**config.mk**
```make
export PLATFORM = sky130hd
export DESIGN_NAME = cw_detector
export DESIGN_NICKNAME = d
export VERILOG_FILES = /design/src/rtl/cw_detector.sv
export SDC_FILE = /design/constraint.sdc
export NUM_CORES = 1
export LEC_CHECK = 0
export ABC_AREA = 1
export CAP_MARGIN = 30
export CORE_UTILIZATION = 55
export DETAILED_ROUTE_END_ITERATION = 16
export PLACE_DENSITY = 0.81
export SYNTH_ARGS = -nofsm -noshare
export SYNTH_HDL_FRONTEND = slang
export SYNTH_SLANG_ARGS = --single-unit
```
**constraint.sdc**
```tcl
create_clock -name i_clk -period 6.54 [get_ports i_clk]
set_input_delay 1.308 -clock i_clk [delete_from_list [all_inputs] [get_ports i_clk]]
set_output_delay 1.308 -clock i_clk [all_outputs]
set_load 0.01 [all_outputs]
```
**src/rtl/cw_detector.sv**
```systemverilog
// cw_detector -- receive-side CW keying recovery.
//
// Smooths received tone magnitude samples with a first-order IIR filter. It
// applies on/off thresholds with hysteresis to the filtered value, and
// debounces the result into an active-low key line. Each completed mark or
// space element is reported with its length in valid samples.
//
// Ports:
//   i_clk            system clock
//   i_resetn         asynchronous active-low reset (release synchronous to i_clk)
//   i_valid          sample strobe, may be high every cycle
//   iS_magnitude     signed magnitude sample (negative values clamp to 0)
//   i_thresholdOn    unsigned; average >= this is a mark candidate (space side)
//   i_thresholdOff   unsigned; average <  this is a space candidate (mark side)
//   oS_average       filtered magnitude, always >= 0
//   o_key_n          recovered key, 0 = mark, 1 = space
//   o_durationValid  one-cycle pulse when an element completes
//   o_durationMark   1 = completed element was a mark
//   o_duration       completed element length in valid samples (saturating)
module cw_detector #(
  parameter int DATA_WIDTH  = 16,
  parameter int AVG_SHIFT   = 4,
  parameter int DEBOUNCE    = 8,
  parameter int COUNT_WIDTH = 24
) (
  input  logic                          i_clk,
  input  logic                          i_resetn,
  input  logic                          i_valid,
  input  logic signed [DATA_WIDTH-1:0]  iS_magnitude,
  input  logic        [DATA_WIDTH-1:0]  i_thresholdOn,
  input  logic        [DATA_WIDTH-1:0]  i_thresholdOff,
  output logic signed [DATA_WIDTH-1:0]  oS_average,
  output logic                          o_key_n,
  output logic                          o_durationValid,
  output logic                          o_durationMark,
  output logic        [COUNT_WIDTH-1:0] o_duration
);

  localparam int ACC_WIDTH = DATA_WIDTH + AVG_SHIFT;
  localparam int DEB_WIDTH = $clog2(DEBOUNCE + 1);

  typedef enum logic [1:0] {
    ST_SPACE      = 2'd0,
    ST_MARK_PEND  = 2'd1,
    ST_MARK       = 2'd2,
    ST_SPACE_PEND = 2'd3
  } state_t;

  // ---------------------------------------------------------------------------
  // IIR filter: acc <= acc + mag - (acc >> AVG_SHIFT); average = acc >> AVG_SHIFT.
  // The accumulator can never go negative because acc >> AVG_SHIFT <= acc, and
  // its steady state for a clamped sample is at most (2^(DATA_WIDTH-1)-1) <<
  // AVG_SHIFT, so it fits in ACC_WIDTH bits.
  // ---------------------------------------------------------------------------
  logic [ACC_WIDTH-1:0]  acc_q, acc_d;
  logic [ACC_WIDTH-1:0]  mag_ext;
  logic [DATA_WIDTH-1:0] avg_u;

  always_comb begin
    mag_ext = '0;
    if (!iS_magnitude[DATA_WIDTH-1]) begin
      mag_ext = {{AVG_SHIFT{1'b0}}, iS_magnitude};
    end
  end

  always_comb begin
    acc_d = acc_q;
    if (i_valid) begin
      acc_d = acc_q + mag_ext - (acc_q >> AVG_SHIFT);
    end
  end

  assign avg_u      = acc_q[ACC_WIDTH-1 -: DATA_WIDTH];
  assign oS_average = $signed(avg_u);

  // ---------------------------------------------------------------------------
  // Decision pipeline: the FSM evaluates the average one edge after the sample
  // that produced it, gated by the delayed strobe.
  // ---------------------------------------------------------------------------
  logic                   eval_q;
  state_t                 state_q, state_d;
  logic [DEB_WIDTH-1:0]   deb_q, deb_d;
  logic [COUNT_WIDTH-1:0] cnt_q, cnt_d, cnt_inc;
  logic [COUNT_WIDTH-1:0] dur_q, dur_d;
  logic                   dur_mark_q, dur_mark_d;
  logic                   dur_valid_q, dur_valid_d;
  logic                   cand_mark, cand_space;
  logic                   commit_mark, commit_space;

  assign cand_mark  = (avg_u >= i_thresholdOn);
  assign cand_space = (avg_u <  i_thresholdOff);

  // The element counter sticks at all-ones instead of wrapping.
  assign cnt_inc = (cnt_q == '1) ? cnt_q : cnt_q + COUNT_WIDTH'(1);

  always_comb begin
    state_d      = state_q;
    deb_d        = deb_q;
    cnt_d        = cnt_q;
    dur_d        = dur_q;
    dur_mark_d   = dur_mark_q;
    dur_valid_d  = 1'b0;
    commit_mark  = 1'b0;
    commit_space = 1'b0;

    if (eval_q) begin
      // Pending samples still belong to the element being left, so every
      // evaluated sample is counted, including the committing one.
      cnt_d = cnt_inc;

      unique case (state_q)
        ST_SPACE: begin
          if (cand_mark) begin
            if (DEBOUNCE == 1) begin
              commit_mark = 1'b1;
            end else begin
              state_d = ST_MARK_PEND;
              deb_d   = DEB_WIDTH'(1);
            end
          end
        end
        ST_MARK_PEND: begin
          if (cand_mark) begin
            if (deb_q == DEB_WIDTH'(DEBOUNCE - 1)) begin
              commit_mark = 1'b1;
            end else begin
              deb_d = deb_q + DEB_WIDTH'(1);
            end
          end else begin
            state_d = ST_SPACE;
            deb_d   = '0;
          end
        end
        ST_MARK: begin
          if (cand_space) begin
            if (DEBOUNCE == 1) begin
              commit_space = 1'b1;
            end else begin
              state_d = ST_SPACE_PEND;
              deb_d   = DEB_WIDTH'(1);
            end
          end
        end
        ST_SPACE_PEND: begin
          if (cand_space) begin
            if (deb_q == DEB_WIDTH'(DEBOUNCE - 1)) begin
              commit_space = 1'b1;
            end else begin
              deb_d = deb_q + DEB_WIDTH'(1);
            end
          end else begin
            state_d = ST_MARK;
            deb_d   = '0;
          end
        end
        default: begin
          state_d = ST_SPACE;
          deb_d   = '0;
        end
      endcase

      if (commit_mark || commit_space) begin
        state_d     = commit_mark ? ST_MARK : ST_SPACE;
        deb_d       = '0;
        dur_d       = cnt_inc;
        cnt_d       = '0;
        dur_valid_d = 1'b1;
        // A commit to space means a mark just ended, and vice versa.
        dur_mark_d  = commit_space;
      end
    end
  end

  always_ff @(posedge i_clk or negedge i_resetn) begin
    if (!i_resetn) begin
      acc_q       <= '0;
      eval_q      <= 1'b0;
      state_q     <= ST_SPACE;
      deb_q       <= '0;
      cnt_q       <= '0;
      dur_q       <= '0;
      dur_mark_q  <= 1'b0;
      dur_valid_q <= 1'b0;
    end else begin
      acc_q       <= acc_d;
      eval_q      <= i_valid;
      state_q     <= state_d;
      deb_q       <= deb_d;
      cnt_q       <= cnt_d;
      dur_q       <= dur_d;
      dur_mark_q  <= dur_mark_d;
      dur_valid_q <= dur_valid_d;
    end
  end

  // Key is low for the committed mark and while a space is still pending.
  assign o_key_n         = !((state_q == ST_MARK) || (state_q == ST_SPACE_PEND));
  assign o_durationValid = dur_valid_q;
  assign o_durationMark  = dur_mark_q;
  assign o_duration      = dur_q;

endmodule

```
==> out/metrics.cfg, run 1 <==
[status]
status=finished clean

[synth]
netlist_top_cells_area=dfrtp_1 31%, nand2_1 15%, ha_1 11%
synth_common_cells=249 x nand2_1, 132 x inv_1, 77 x dfrtp_1, 54 x ha_1, 49 x nor2_1
synth_cell_type_count=41
synth_ff_type=dfrtp_1
synthArstFlopShare_pct=100.0
synth-seq-cells=77
yosysMostFrequentCell=nand2_1
syn_area_sq_mm=0.006262
yosys_warnings=0
synth-edff-count=0
synth_top_area_share_pct=30.77
synth_cells=857
syn_avg_cell_area_sq_um=7.307
seq_area_frac_synth_pct=30.77
synth_area_leader_cell=dfrtp_1
synth.net_count=977

[clocking]
cts.clk_slew.worst_paths_ns=0.06
holdBufCountCts=0
cts_sinks=77
clockBufferDepth=2
htreeDepth=3
clk_latency_ns=0.35
post_cts_buffers=0
post_cts_resized=0
cts_root_buf=clkbuf_16
cts_buffers=9
cts_tree=built

[die]
core.rowCount=38
core-area_sq_mm=0.01098
initial_core_util_pct=57.02
io_pins=94
die_w_microns=108.7
die_area_sq_mm=0.01182
die_y_microns=108.7

[sta]
grt_setup_unrepaired=no
max_slew_margin_pct=30.83
min_period_over_period_pct=63.96
worstMarginPinSlew_ns=1.034
finClkSkew_ns=0.007860
fin_crit_ns=4.183
slew_viol_final=0
finalSetupViolCount=0
finalHoldViolations=0
fmaxAchievable_ghz=0.2391
tns_ns=0

[pwr]
ir_worst_vdd_v=0.0004042
powerDensity_mw_per_mm2=484.1
p_leak_nw=3.836

[detailed_routing]
drt_iter0_markers=368
num_vias=5758
wl_per_cell_microns=14.58
routed_wirelength_mm=15.70
remaining_drc_errors=0
detail-route-antenna-nets=0
routed_via_density=5.346
firstDrtPassIters=5

[setup_path]
crit_buf_inv=3
startpoint_type=primary input
critical_path.endpoint_type=flip-flop
crit_path_max_fanout=15
crit_chain=clkdlybuf4s50_1 > inv_1 > nand2_1 > fa_1 > inv_1 > ha_1 > a21oi_1 > o21ai_1 > a21oi_1 > o21ai_0 > or2_2 > nand3_1 > o21ai_0
cpPeakStageDelay_ns=0.51
cp_top_family=compound AO/OA/AOI/OAI gates
path_class=in2reg
slowest_stage=fa_1
crit_required_ns=6.72
crit_arrival_ns=4.36

[finish]
area_growth_pct=20.18
drive_gt1_share_pct=5.977
antenna_cells=0
layout.nets=1052
fin_util_pct=68.52

[global_route]
antenna_found_initial=0
grt_start_max_net_pins=42
grt_pass1_vias=5498
grt_pass1_wl_mm=26.12
gr-total-overflow=0
groute.usage.overall_pct=28.71

[hold_path]
worstHoldPathType=reg2reg

[flow_run]
drv_cap=0

[placed_design]
port_buffers=93
dp_hpwl_mm=11.92
place_congestion=0.9816

[cells by family (layout without fill, tap and decap cells)]
logic type,count (synthesis),in the layout,synth area share (%)
multiplexers,1,1,0.1598
adder cells (fa/ha/maj),69,69,15.58
buffers and inverters,171,251,11.79
XOR/XNOR,29,29,4.056
AO/OA/AOI/OAI,116,116,9.810
flip-flops,77,77,30.77
AND/OR/NAND/NOR,394,394,27.83
[metal layers]
metal / GRT usage [%] / share of wire (%) / up-vias
met3: 5.798 / 6.4 / 27
met4: 7.722 / 1.9 / 0
met5: 0 / 0 / -
li1: - / - / 2853
met1: 38.20 / 45 / 2681
met2: 47.56 / 46 / 197
[final timing paths]
path	startpoint	to	slack, ns	cells after the start
max in group asynchronous	i_resetn	cnt_q[5]	5.00	2
max	iS_magnitude[15]	acc_q[13]	2.36	13
min reg2reg	acc_q[0]	acc_q[0]	0.48	2
max reg2reg	acc_q[12]	acc_q[13]	3.68	11
min in group asynchronous	i_resetn	deb_q[1]	0.93	1
min	acc_q[0]	acc_q[0]	0.48	2
[placed cells by master (no fill, tap or decap), drive strengths merged]
cell type,synthesis,layout
o21a,1,1
fa,15,15
a31oi,1,1
ha,54,54
clkbuf,7,9
mux2i,1,1
bufinv,0,3
and2,1,1
nor3,12,12
nand4,19,19
clkdlybuf4s50,0,92
o22ai,2,2
nand2,260,260
o21bai,6,6
nor2,55,55
xor2,23,23
buf,23,2
nand3,35,35
dfrtp,77,77
a21boi,1,1
o31ai,1,1
clkinv,0,3
a21oi,38,38
inv,141,142
o21ai,66,66
xnor2,6,6
nand3b,2,2
nor4,4,4
or2,5,5
nand2b,1,1
[metrics by stage]
| stage | hold slack (ns) | cell area (sq um) | power, mW | setup slack [ns] | cells |
|---|---|---|---|---|---|
| after floorplan | 0.4483 | 6262 | 2.455 | 2.800 | 857 |
| after global routing | 0.4998 | 7526 | 4.004 | 2.107 | 1077 |
| after detailed placement | 0.4663 | 7179 | 2.998 | 2.079 | 1061 |
| final | 0.4789 | 7526 | 3.643 | 2.357 | 1077 |
| after global placement | 0.4625 | 7159 | 2.964 | 2.165 | 1060 |
| after CTS | 0.4824 | 7526 | 3.622 | 2.387 | 1077 |
[where the power goes]
| group | switching, mW | internal, mW |
|---|---|---|
| logic | 1.37 | 0.898 |
| clock network | 0.217 | 0.375 |
| registers | 0.187 | 0.595 |
[state kept, by name, summed over array words and instances (netlist names)]
name	flops
o_durationValid	1
acc_q	20
state_q	2
o_durationMark	1
eval_q	1
o_duration	24
deb_q	4
cnt_q	24
[worst reg2reg max path, cell delays in order, from the launching register on]
cell and delay [ns]:
dfrtp_1 0.49, inv_1 0.13, fa_1 0.54, inv_1 0.04
ha_1 0.34, a21oi_1 0.24, o21ai_0 0.17, a21oi_1 0.14
o21ai_0 0.11, or2_2 0.29, nand3_1 0.07, o21ai_0 0.14
[area by class of cell]
type,count,area [sq um]
fill,895,3457
timing repair buffer,94,948.4
sequential,77,1927
clock inverter,7,121.4
multi-input combinational,609,3597
inverter,141,531.8
clock buffer,9,225.2
tap,140,175.2
Note: power is estimated with default switching activity, not from simulation.
==> inputs of run 2 (changes only) <==
- clock period: 6.54 -> 4 ns (I/O delays scaled with it)
==> run 2 against run 1 <==
  * First-iteration DRC count increased by 3.5%
  * Combinational power increased by 64%
  * Critical path depth unchanged
  * Sequential power increased by 65%
  * Die area unchanged
  * Hold slack got worse by 0.086 ns
  * Largest cell class unchanged
==> out/metrics.cfg, run 2 (synthesis gave the netlist of run 1 again) <==
[setup_path]
crit_path_max_fanout=10  ; -5
cp_top_family=compound AO/OA/AOI/OAI gates
cpPeakStageDelay_ns=0.51  ; about the same
path_class=in2reg
worstReg2RegEnd=acc_q[13]
critical_path.endpoint_type=flip-flop
worstRegToRegCells=11  ; unchanged
slowest_stage=fa_1
r2r-start=acc_q[12]
crit_chain=clkdlybuf4s50_1 > inv_1 > nand2_1 > fa_1 > inv_1 > ha_1 > a21oi_1 > o21ai_0 > a21oi_1 > o21ai_0 > or2_2 > nand3_1 > o21ai_0
r2r_slack_ns=1.09  ; -2.59 ns
startpoint_type=primary input
crit_buf_inv=3  ; unchanged
timing.critical_path.mode_cell=o21ai_0
crit_required_ns=4.22  ; -2.50 ns
crit_arrival_ns=3.77  ; -0.59 ns

[finish]
antenna_cells=0  ; unchanged
layout.nets=1054  ; +0.19%
area_growth_pct=20.44
drive_gt1_share_pct=5.964  ; -0.013 points
multiInputGateArea_sq_mm=0.003597  ; unchanged
layout_commonest_cell=nand2_1
final_area_sq_mm=0.007542  ; +0.22%
regArea_sq_mm=0.001927  ; unchanged
fill_cells=915  ; +2.2%
most-common-layout-cells=249 x nand2_1, 132 x inv_1, 92 x clkdlybuf4s50_1

[global_route]
grt_pass1_vias=5468  ; -0.55%
gr-total-overflow=0  ; unchanged
grt_pass1_wl_mm=26.73  ; +2.3%
groute.usage.overall_pct=29.76  ; +1.0 points
grt_start_max_net_pins=46  ; +9.5%
antenna_found_initial=0  ; unchanged

[detailed_routing]
routed_via_density=5.265  ; -1.5%
routed_wirelength_mm=15.86  ; +1.0%
detail-route-antenna-nets=0  ; unchanged
drt_iter0_markers=381  ; +3.5%
wl_per_cell_microns=14.70  ; +0.82%
remaining_drc_errors=0  ; unchanged
num_vias=5681  ; -1.3%
firstDrtPassIters=5  ; unchanged

[sta]
finalSetupViolCount=0  ; unchanged
min_period_over_period_pct=88.73
tns_ns=0  ; unchanged
fin_crit_ns=3.549
slew_viol_final=0  ; unchanged
fmaxAchievable_ghz=0.2818
finClkSkew_ns=0.005661  ; -0.002199 ns
max_slew_margin_pct=55.98  ; +25 points
grt_setup_unrepaired=no
finalHoldViolations=0  ; unchanged
fin_hold_ws_ns=0.3930  ; -0.08583 ns
worstMarginPinSlew_ns=0.6604  ; -0.3740 ns

[placed_design]
place_congestion=0.9875  ; +0.60%
place_area_sq_mm=0.007202  ; +0.31%
dp_hpwl_mm=12.08  ; +1.3%
port_buffers=93  ; unchanged

[clocking]
cts_sinks=77  ; unchanged
cts_buffers=9  ; unchanged
post_cts_buffers=0  ; unchanged
htreeDepth=3  ; unchanged
cts.clk_slew.worst_paths_ns=0.06  ; about the same
clk_latency_ns=0.35  ; about the same
post_cts_resized=0  ; unchanged
cts_tree=built
cts_root_buf=clkbuf_16
clockBufferDepth=2  ; unchanged
holdBufCountCts=0  ; unchanged

[die]
core.rowCount=38  ; unchanged
die_area_sq_mm=0.01182  ; unchanged
initial_core_util_pct=57.02  ; unchanged
die_y_microns=108.7  ; unchanged
io_pins=94  ; unchanged
core-area_sq_mm=0.01098  ; unchanged
die_w_microns=108.7  ; unchanged

[pwr]
ir_worst_vdd_v=0.0006643  ; +64%
p_leak_nw=3.843  ; +0.19%
powerDensity_mw_per_mm2=791.2  ; +63%

[status]
status=finished clean

[flow_run]
drv_cap=0  ; unchanged

[hold_path]
worstHoldPathType=in2async

## run 2: cell count changes in the layout (fill, tap and decap cells not counted)
cell / delta
clkinv_2: -1
clkbuf_1: +2
buf_16: +1
clkinv_4: -1
buf_12: -1
buf_4: +2
## run 2: layout make-up
type,instances,share of cell area (%)
Multi-Input combinational cell,609,47.69
Sequential cell,77,25.55
Timing Repair Buffer,96,12.87
Inverter,141,7.050
Clock buffer,11,3.086
Tap cell,140,2.322
Clock inverter,5,1.427
## run 2: routing by layer
metal | GRT usage (%) | part of all wire [%] | up-vias
met2 | 47.83 | 46 | 159
met3 | 4.842 | 5.2 | 21
met1 | 40.75 | 47 | 2645
li1 | - | - | 2856
met5 | 0 | 0 | -
met4 | 10.14 | 1.8 | 0
## run 2: stage by stage
stage	utilization (%)	worst slack [ns]	instances	power, mW
2_1_floorplan	-	0.7683	857	4.014
3_3_place_gp	65.32	0.2073	1062	4.888
3_5_place_dp	65.57	0.1857	1063	4.937
4_1_cts	68.67	0.5500	1079	5.943
5_1_grt	68.67	0.2117	1079	6.613
6_report	68.67	0.4508	1079	5.967
## run 2: worst max-delay path by stage
stage	from	to	slack (ns)	cells after the start
6_report	iS_magnitude[15]	acc_q[13]	0.45	13
2_1_floorplan	iS_magnitude[15]	acc_q[13]	0.77	13
4_1_cts	iS_magnitude[15]	acc_q[12]	0.55	16
3_5_place_dp	iS_magnitude[15]	acc_q[13]	0.19	14
3_3_place_gp	iS_magnitude[15]	acc_q[13]	0.21	14
5_1_grt	iS_magnitude[15]	acc_q[16]	0.21	16
## run 2: power breakdown
part / switching [mW] / internal (mW) / leakage (nW)
combinational: 2.25 / 1.47 / 2.68
sequential: 0.315 / 0.973 / 0.998
clock: 0.344 / 0.614 / 0.164
total: 2.91 / 3.06 / 3.84
